`src/rtl/dynamic_buffer_insert_engine.sv`:
```
// ---------------------------------------------------------------------------
// dynamic_buffer_insert_engine
//
// Purpose:
//   Allocates packet-buffer slots from an internal free list and links them
//   into singly linked chains. Each accepted insert beat takes the oldest free
//   slot, writes the beat payload into the slot RAM and, when the beat has a
//   predecessor, writes the predecessor's next pointer. After reset the free
//   list is filled with slot indices 0..N-1, one per cycle. Released slots
//   are pushed back to the tail of the free list.
//
//   MAX_DB_SLOT_NUM_LOG (L) and PACKET_BUFFER_SLOT_WIDTH (W) normally come
//   from the protocol engine definitions. They are parameters here so the
//   block stands alone. N = 2^L slots.
//
// Ports:
//   clk, rst                 clock, synchronous active-high reset
//   insert_req_valid_i       insert beat valid
//   insert_req_start_i       beat starts a new chain (first beat only)
//   insert_req_last_i        final beat of the transaction
//   insert_req_head_i  [L]   tail of an existing chain (first beat, start=0)
//   insert_req_data_i  [W]   slot payload
//   insert_req_ready_o       insert beat accept
//   insert_resp_valid_o      one-cycle pulse per completed transaction
//   insert_resp_data_o [L]   first slot allocated in the transaction
//   free_req_valid_i/_data_i/_ready_o   slot release handshake
//   data_wr_en_o/_addr_o/_data_o        slot payload RAM write port
//   next_wr_en_o/_addr_o/_data_o        next-pointer RAM write port
//   free_count_o       [L+1] number of free slots
// ---------------------------------------------------------------------------
module dynamic_buffer_insert_engine #(
    parameter int MAX_DB_SLOT_NUM_LOG      = 4,
    parameter int PACKET_BUFFER_SLOT_WIDTH = 32,
    localparam int L = MAX_DB_SLOT_NUM_LOG,
    localparam int W = PACKET_BUFFER_SLOT_WIDTH
) (
    input  logic         clk,
    input  logic         rst,

    input  logic         insert_req_valid_i,
    input  logic         insert_req_start_i,
    input  logic         insert_req_last_i,
    input  logic [L-1:0] insert_req_head_i,
    input  logic [W-1:0] insert_req_data_i,
    output logic         insert_req_ready_o,

    output logic         insert_resp_valid_o,
    output logic [L-1:0] insert_resp_data_o,

    input  logic         free_req_valid_i,
    input  logic [L-1:0] free_req_data_i,
    output logic         free_req_ready_o,

    output logic         data_wr_en_o,
    output logic [L-1:0] data_wr_addr_o,
    output logic [W-1:0] data_wr_data_o,

    output logic         next_wr_en_o,
    output logic [L-1:0] next_wr_addr_o,
    output logic [L-1:0] next_wr_data_o,

    output logic [L:0]   free_count_o
);

    localparam int       N        = 1 << L;
    localparam logic [L:0]   FULL_CNT = {1'b1, {L{1'b0}}};
    localparam logic [L-1:0] LAST_IDX = {L{1'b1}};

    typedef enum logic [1:0] {
        ST_INIT = 2'd0,
        ST_IDLE = 2'd1,
        ST_BUSY = 2'd2
    } state_t;

    state_t       state_q;

    // Free-list storage and pointers. Pointers are exactly L bits wide so
    // they wrap modulo N on their own.
    logic [L-1:0] fifo_mem_q [N];
    logic [L-1:0] rd_ptr_q;
    logic [L-1:0] wr_ptr_q;
    logic [L-1:0] init_idx_q;
    logic [L:0]   free_count_q;
    logic [L:0]   free_count_d;

    // Transaction context: slot of the previous beat and of the first beat.
    logic [L-1:0] prev_slot_q;
    logic [L-1:0] first_slot_q;

    // Registered outputs.
    logic         data_wr_en_q;
    logic [L-1:0] data_wr_addr_q;
    logic [W-1:0] data_wr_data_q;
    logic         next_wr_en_q;
    logic [L-1:0] next_wr_addr_q;
    logic [L-1:0] next_wr_data_q;
    logic         resp_valid_q;
    logic [L-1:0] resp_data_q;

    logic         ins_ready;
    logic         free_ready;
    logic         ins_acc;
    logic         free_acc;
    logic         push;
    logic         first_beat;
    logic         pred_valid;
    logic [L-1:0] pred_slot;
    logic [L-1:0] pop_slot;
    logic         mem_we;
    logic [L-1:0] mem_wdata;

    // Handshake readiness depends on registers only, so there is no
    // combinational path from the request inputs to the ready outputs.
    always_comb begin
        ins_ready  = (state_q != ST_INIT) && (free_count_q != '0);
        free_ready = (state_q != ST_INIT) && (free_count_q != FULL_CNT);
        ins_acc    = insert_req_valid_i && ins_ready;
        free_acc   = free_req_valid_i && free_ready;
        push       = (state_q == ST_INIT) || free_acc;

        // In IDLE the next accepted beat opens a transaction; start is only
        // meaningful there, later beats always link to the previous slot.
        first_beat = (state_q == ST_IDLE);
        pred_valid = first_beat ? !insert_req_start_i : 1'b1;
        pred_slot  = first_beat ? insert_req_head_i : prev_slot_q;

        pop_slot   = fifo_mem_q[rd_ptr_q];

        mem_we     = !rst && push;
        mem_wdata  = (state_q == ST_INIT) ? init_idx_q : free_req_data_i;

        free_count_d = free_count_q;
        case ({push, ins_acc})
            2'b10:   free_count_d = free_count_q + (L+1)'(1);
            2'b01:   free_count_d = free_count_q - (L+1)'(1);
            default: free_count_d = free_count_q;
        endcase
    end

    // Free-list storage write port (no reset on the array itself).
    always_ff @(posedge clk) begin
        if (mem_we) begin
            fifo_mem_q[wr_ptr_q] <= mem_wdata;
        end
    end

    always_ff @(posedge clk) begin
        if (rst) begin
            state_q        <= ST_INIT;
            rd_ptr_q       <= '0;
            wr_ptr_q       <= '0;
            init_idx_q     <= '0;
            free_count_q   <= '0;
            prev_slot_q    <= '0;
            first_slot_q   <= '0;
            data_wr_en_q   <= 1'b0;
            data_wr_addr_q <= '0;
            data_wr_data_q <= '0;
            next_wr_en_q   <= 1'b0;
            next_wr_addr_q <= '0;
            next_wr_data_q <= '0;
            resp_valid_q   <= 1'b0;
            resp_data_q    <= '0;
        end else begin
            data_wr_en_q <= 1'b0;
            next_wr_en_q <= 1'b0;
            resp_valid_q <= 1'b0;
            free_count_q <= free_count_d;

            if (push) begin
                wr_ptr_q <= wr_ptr_q + 1'b1;
            end

            case (state_q)
                ST_INIT: begin
                    init_idx_q <= init_idx_q + 1'b1;
                    if (init_idx_q == LAST_IDX) begin
                        state_q <= ST_IDLE;
                    end
                end

                default: begin
                    if (ins_acc) begin
                        rd_ptr_q       <= rd_ptr_q + 1'b1;
                        data_wr_en_q   <= 1'b1;
                        data_wr_addr_q <= pop_slot;
                        data_wr_data_q <= insert_req_data_i;
                        next_wr_en_q   <= pred_valid;
                        next_wr_addr_q <= pred_slot;
                        next_wr_data_q <= pop_slot;
                        prev_slot_q    <= pop_slot;
                        if (first_beat) begin
                            first_slot_q <= pop_slot;
                        end
                        if (insert_req_last_i) begin
                            resp_valid_q <= 1'b1;
                            resp_data_q  <= first_beat ? pop_slot : first_slot_q;
                            state_q      <= ST_IDLE;
                        end else begin
                            state_q      <= ST_BUSY;
                        end
                    end
                end
            endcase
        end
    end

    assign insert_req_ready_o  = ins_ready;
    assign free_req_ready_o    = free_ready;
    assign insert_resp_valid_o = resp_valid_q;
    assign insert_resp_data_o  = resp_data_q;
    assign data_wr_en_o        = data_wr_en_q;
    assign data_wr_addr_o      = data_wr_addr_q;
    assign data_wr_data_o      = data_wr_data_q;
    assign next_wr_en_o        = next_wr_en_q;
    assign next_wr_addr_o      = next_wr_addr_q;
    assign next_wr_data_o      = next_wr_data_q;
    assign free_count_o        = free_count_q;

endmodule

```
`config.mk`:
```
export PLATFORM = sky130hd
export DESIGN_NAME = dynamic_buffer_insert_engine
export DESIGN_NICKNAME = d
export VERILOG_FILES = /design/src/rtl/dynamic_buffer_insert_engine.sv
export SDC_FILE = /design/constraint.sdc
export NUM_CORES = 1
export LEC_CHECK = 0
export BUFFER_PORTS_ARGS = -buffer_cell sky130_fd_sc_hd__buf_2
export CAP_MARGIN = 20
export CELL_PAD_IN_SITES_DETAIL_PLACEMENT = 1
export CELL_PAD_IN_SITES_GLOBAL_PLACEMENT = 1
export CORE_ASPECT_RATIO = 1.75
export CORE_MARGIN = 3
export CORE_UTILIZATION = 25
export DETAILED_ROUTE_END_ITERATION = 8
export PLACE_DENSITY = 0.56
export RECOVER_POWER = 25
export SLEW_MARGIN = 10
export SYNTH_ARGS = -nofsm -noshare
export SYNTH_HDL_FRONTEND = slang
export SYNTH_SLANG_ARGS = --single-unit
```
`constraint.sdc`:
```
create_clock -name clk -period 3.1 [get_ports clk]
set_input_delay 0.62 -clock clk [delete_from_list [all_inputs] [get_ports clk]]
set_output_delay 0.62 -clock clk [all_outputs]
set_load 0.02 [all_outputs]
```
==> impl_metrics.toml <==
[clocking]
cts_resized = 0
cts_root_buf = "clkbuf_16"
h-tree-depth = 4
clk_pin_slew_worst_paths_ns = 0.06
clock-sinks = 138
cts_buffers = 17
cts_setup_buffers = 0
holdBufCountCts = 0
clk_latency_ns = 0.41
cts_tree = "built"
cts_max_path_buffers = 2

[flow_run]
max-cap-violations = 0

[power]
ir_drop_mv = 0.355
p_total_uw = 4390
p_leak_uw = 0.00246
p_per_area_nw_per_um2 = 628

[sta]
slew-limit-headroom_pct = 18.1
rsz0062_at_grt = "false"
fmax_ghz = 0.358
fin_skew_ns = 0.00546
tns_ns = 0
period_share_pct = 90.1
finalWorstPathRequiredPeriod_ns = 2.79
finalSetupViolCount = 0
hold_viol = 0
tightest_slew_ns = 1.23
maxSlewViolCount = 0

[route]
drt_wl_total_um = 14800
vias = 3962
vias_per_cell = 4.50
first_pass_iters = 4
wl_met1_um = 5080
drt_iter0_drc = 173
wl_per_cell_um = 16.9
dr_wl_met3_um = 432
drc = 0
drtAntennaViolNets = 0
met2_length_um = 8990
highest_layer = "met4"

[setup_path]
crit_type = "reg -> reg"
max_stage_delay_ns = 0.34
slowest_stage = "mux2_2"
arrival_ns = 3.10
endpoint_kind = "flop"
reg2reg_depth = 10
path_max_fanout = 5
required_ns = 3.40
reg2reg_to = "free_count_o[4]"
crit_path_cell_trace = "nor4_4, a21boi_1, nor2_1, ha_1, buf_4, ha_1, a21o_1, a21oi_1, mux2i_1, mux2_2"
critPathLaunchType = "flop"
r2r_slack_ns = 0.31
reg2reg_from = "free_count_o[0]"
crit_path_frequent_cell = "ha_1"

[layout]
layout_commonest_cell = "nand2_1"
drive_gt1_share_pct = 20.1
final_cell_mix = "90 x nand2_1, 74 x dfxtp_1, 64 x edfxtp_1"
fin_cells = 880
nNetsFinal = 632
final_core_util_pct = 32.3
area_growth_pct = 25.5
diodes = 0
finish.instance_area_um2 = 6990

[place]
numPortBuffers = 103
gp_congestion = 0.754
hpwl_um = 11000
numPlacedInstances = 848
post_dp_cell_area_um2 = 6400

[synth]
synth_area_per_cell_um2 = 11.8
ys.flop_type = "dfxtp_1"
syn_area_um2 = 5570
ys_ff_latch = 138
syn-num-nets = 528
ys_async_sr_fraction_pct = 0
synthDistinctLibCells = 45
synth_edf_count = 64
synthCells = 471
ys_seq_area_share_pct = 61.1
yosysWarnings = 0

[global_routing]
grt-ovfl-total = 0
grt.total_usage_pct = 12.6
grt_pass1_wl_um = 23300
grt_pass1_vias = 4286
antenna_found_initial = 0
grt_max_degree = 52

[hold_path]
min_from = "insert_req_start_i"
min_path_cells = 2
hold_path.class = "in -> reg"
hold_end = "next_wr_en_o"

[floorplanning]
io_pins = 104
dieArea_um2 = 24200
die_w_um = 119
die_height_um = 204
row_count = 71
design.core.area_um2 = 21700
initial_core_util_pct = 25.7

[outcome]
status = "complete, no violations"
state kept, by name, indices dropped and copies added (netlist names), named ones only:
name                 flops
next_wr_data_o           4
init_idx_q               4
insert_resp_valid_o      1
first_slot_q             4
data_wr_data_o          32
free_count_o             5
next_wr_en_o             1
fifo_mem_q              64
data_wr_en_o             1
wr_ptr_q                 4
rd_ptr_q                 4
insert_resp_data_o       4
state_q                  2
next_wr_addr_o           4
routing by layer:
metal,global-route usage [%],vias to the layer above
met3,2.66,20
met5,0,-
li1,-,1891
met2,26.1,90
met1,11.2,1961
met4,5.51,0
per-stage QoR:
| step | worst slack (ns) | hold WS, ns |
|---|---|---|
| 2_1_floorplan | 0.0379 | 0.459 |
| 3_3_place_gp | 0.212 | 0.439 |
| 3_5_place_dp | 0.184 | 0.446 |
| 4_1_cts | 0.266 | 0.355 |
| 5_1_grt | 0.0576 | 0.359 |
| 6_report | 0.306 | 0.382 |
final cells by class:
class / count / area [um^2]
fill: 2448 / 14700
sequential: 138 / 3400
timing repair buffer: 119 / 564
tap: 292 / 365
inverter: 6 / 22.5
clock inverter: 15 / 238
multi-input combinational: 293 / 1980
clock buffer: 17 / 425
power by group:
group	internal (uW)	total, uW	switching (uW)	leakage [uW]
clock network	1450	2260	811	0.000324
logic	73.5	181	107	0.000951
registers	1930	1950	17.1	0.00119
kinds of logic (layout without fill, tap and decap cells):
family	count (synthesis)	in the layout	share of synthesized area (%)
flip-flops	138	138	61.1
adder cells (fa/ha/maj)	11	11	2.60
XOR/XNOR	8	8	1.26
AND/OR/NAND/NOR	161	161	12.3
buffers and inverters	40	157	3.64
AO/OA/AOI/OAI	80	80	8.28
multiplexers	33	33	10.9
worst max-delay path by stage:
stage | start | end | slack [ns] | cells past startpoint
2_1_floorplan | free_count_o[0] | free_count_o[4] | 0.04 | 11
3_3_place_gp | free_req_valid_i | free_count_o[4] | 0.21 | 10
3_5_place_dp | free_req_valid_i | free_count_o[4] | 0.18 | 10
4_1_cts | free_count_o[0] | free_count_o[4] | 0.27 | 10
5_1_grt | free_count_o[0] | free_count_o[4] | 0.06 | 10
6_report | free_count_o[0] | free_count_o[4] | 0.31 | 10
critical path, delay by kind of cell, from the launching register on:
family / cells / cell delay, ns
simple gates: 2 / 0.64
mux: 2 / 0.56
fa+ha+maj: 2 / 0.53
compound gates: 3 / 0.47
flops: 1 / 0.33
buf+inv: 1 / 0.15
cell usage after synthesis (4+ instances only):
library cell  number  area [um^2]
a22oi_1            4         30.0
mux4_2            14          315
ha_1              10          125
nor2b_1            7         43.8
nor4_1             4         25.0
xor2_1             4         35.0
buf_4              4         30.0
buf_2             11         55.1
inv_1              5         18.8
a21oi_1           47          235
nor2_1            38          143
nand2b_1           4         25.0
nand3_1            7         35.0
mux4_1             6          158
clkbuf_1          15         56.3
o21ai_0            8         40.0
nand2_1           90          338
a211oi_1           6         45.0
xnor2_1            4         35.0
dfxtp_1           74         1480
edfxtp_1          64         1920
mux2i_1           10          100
(Power assumes the default switching activity.)
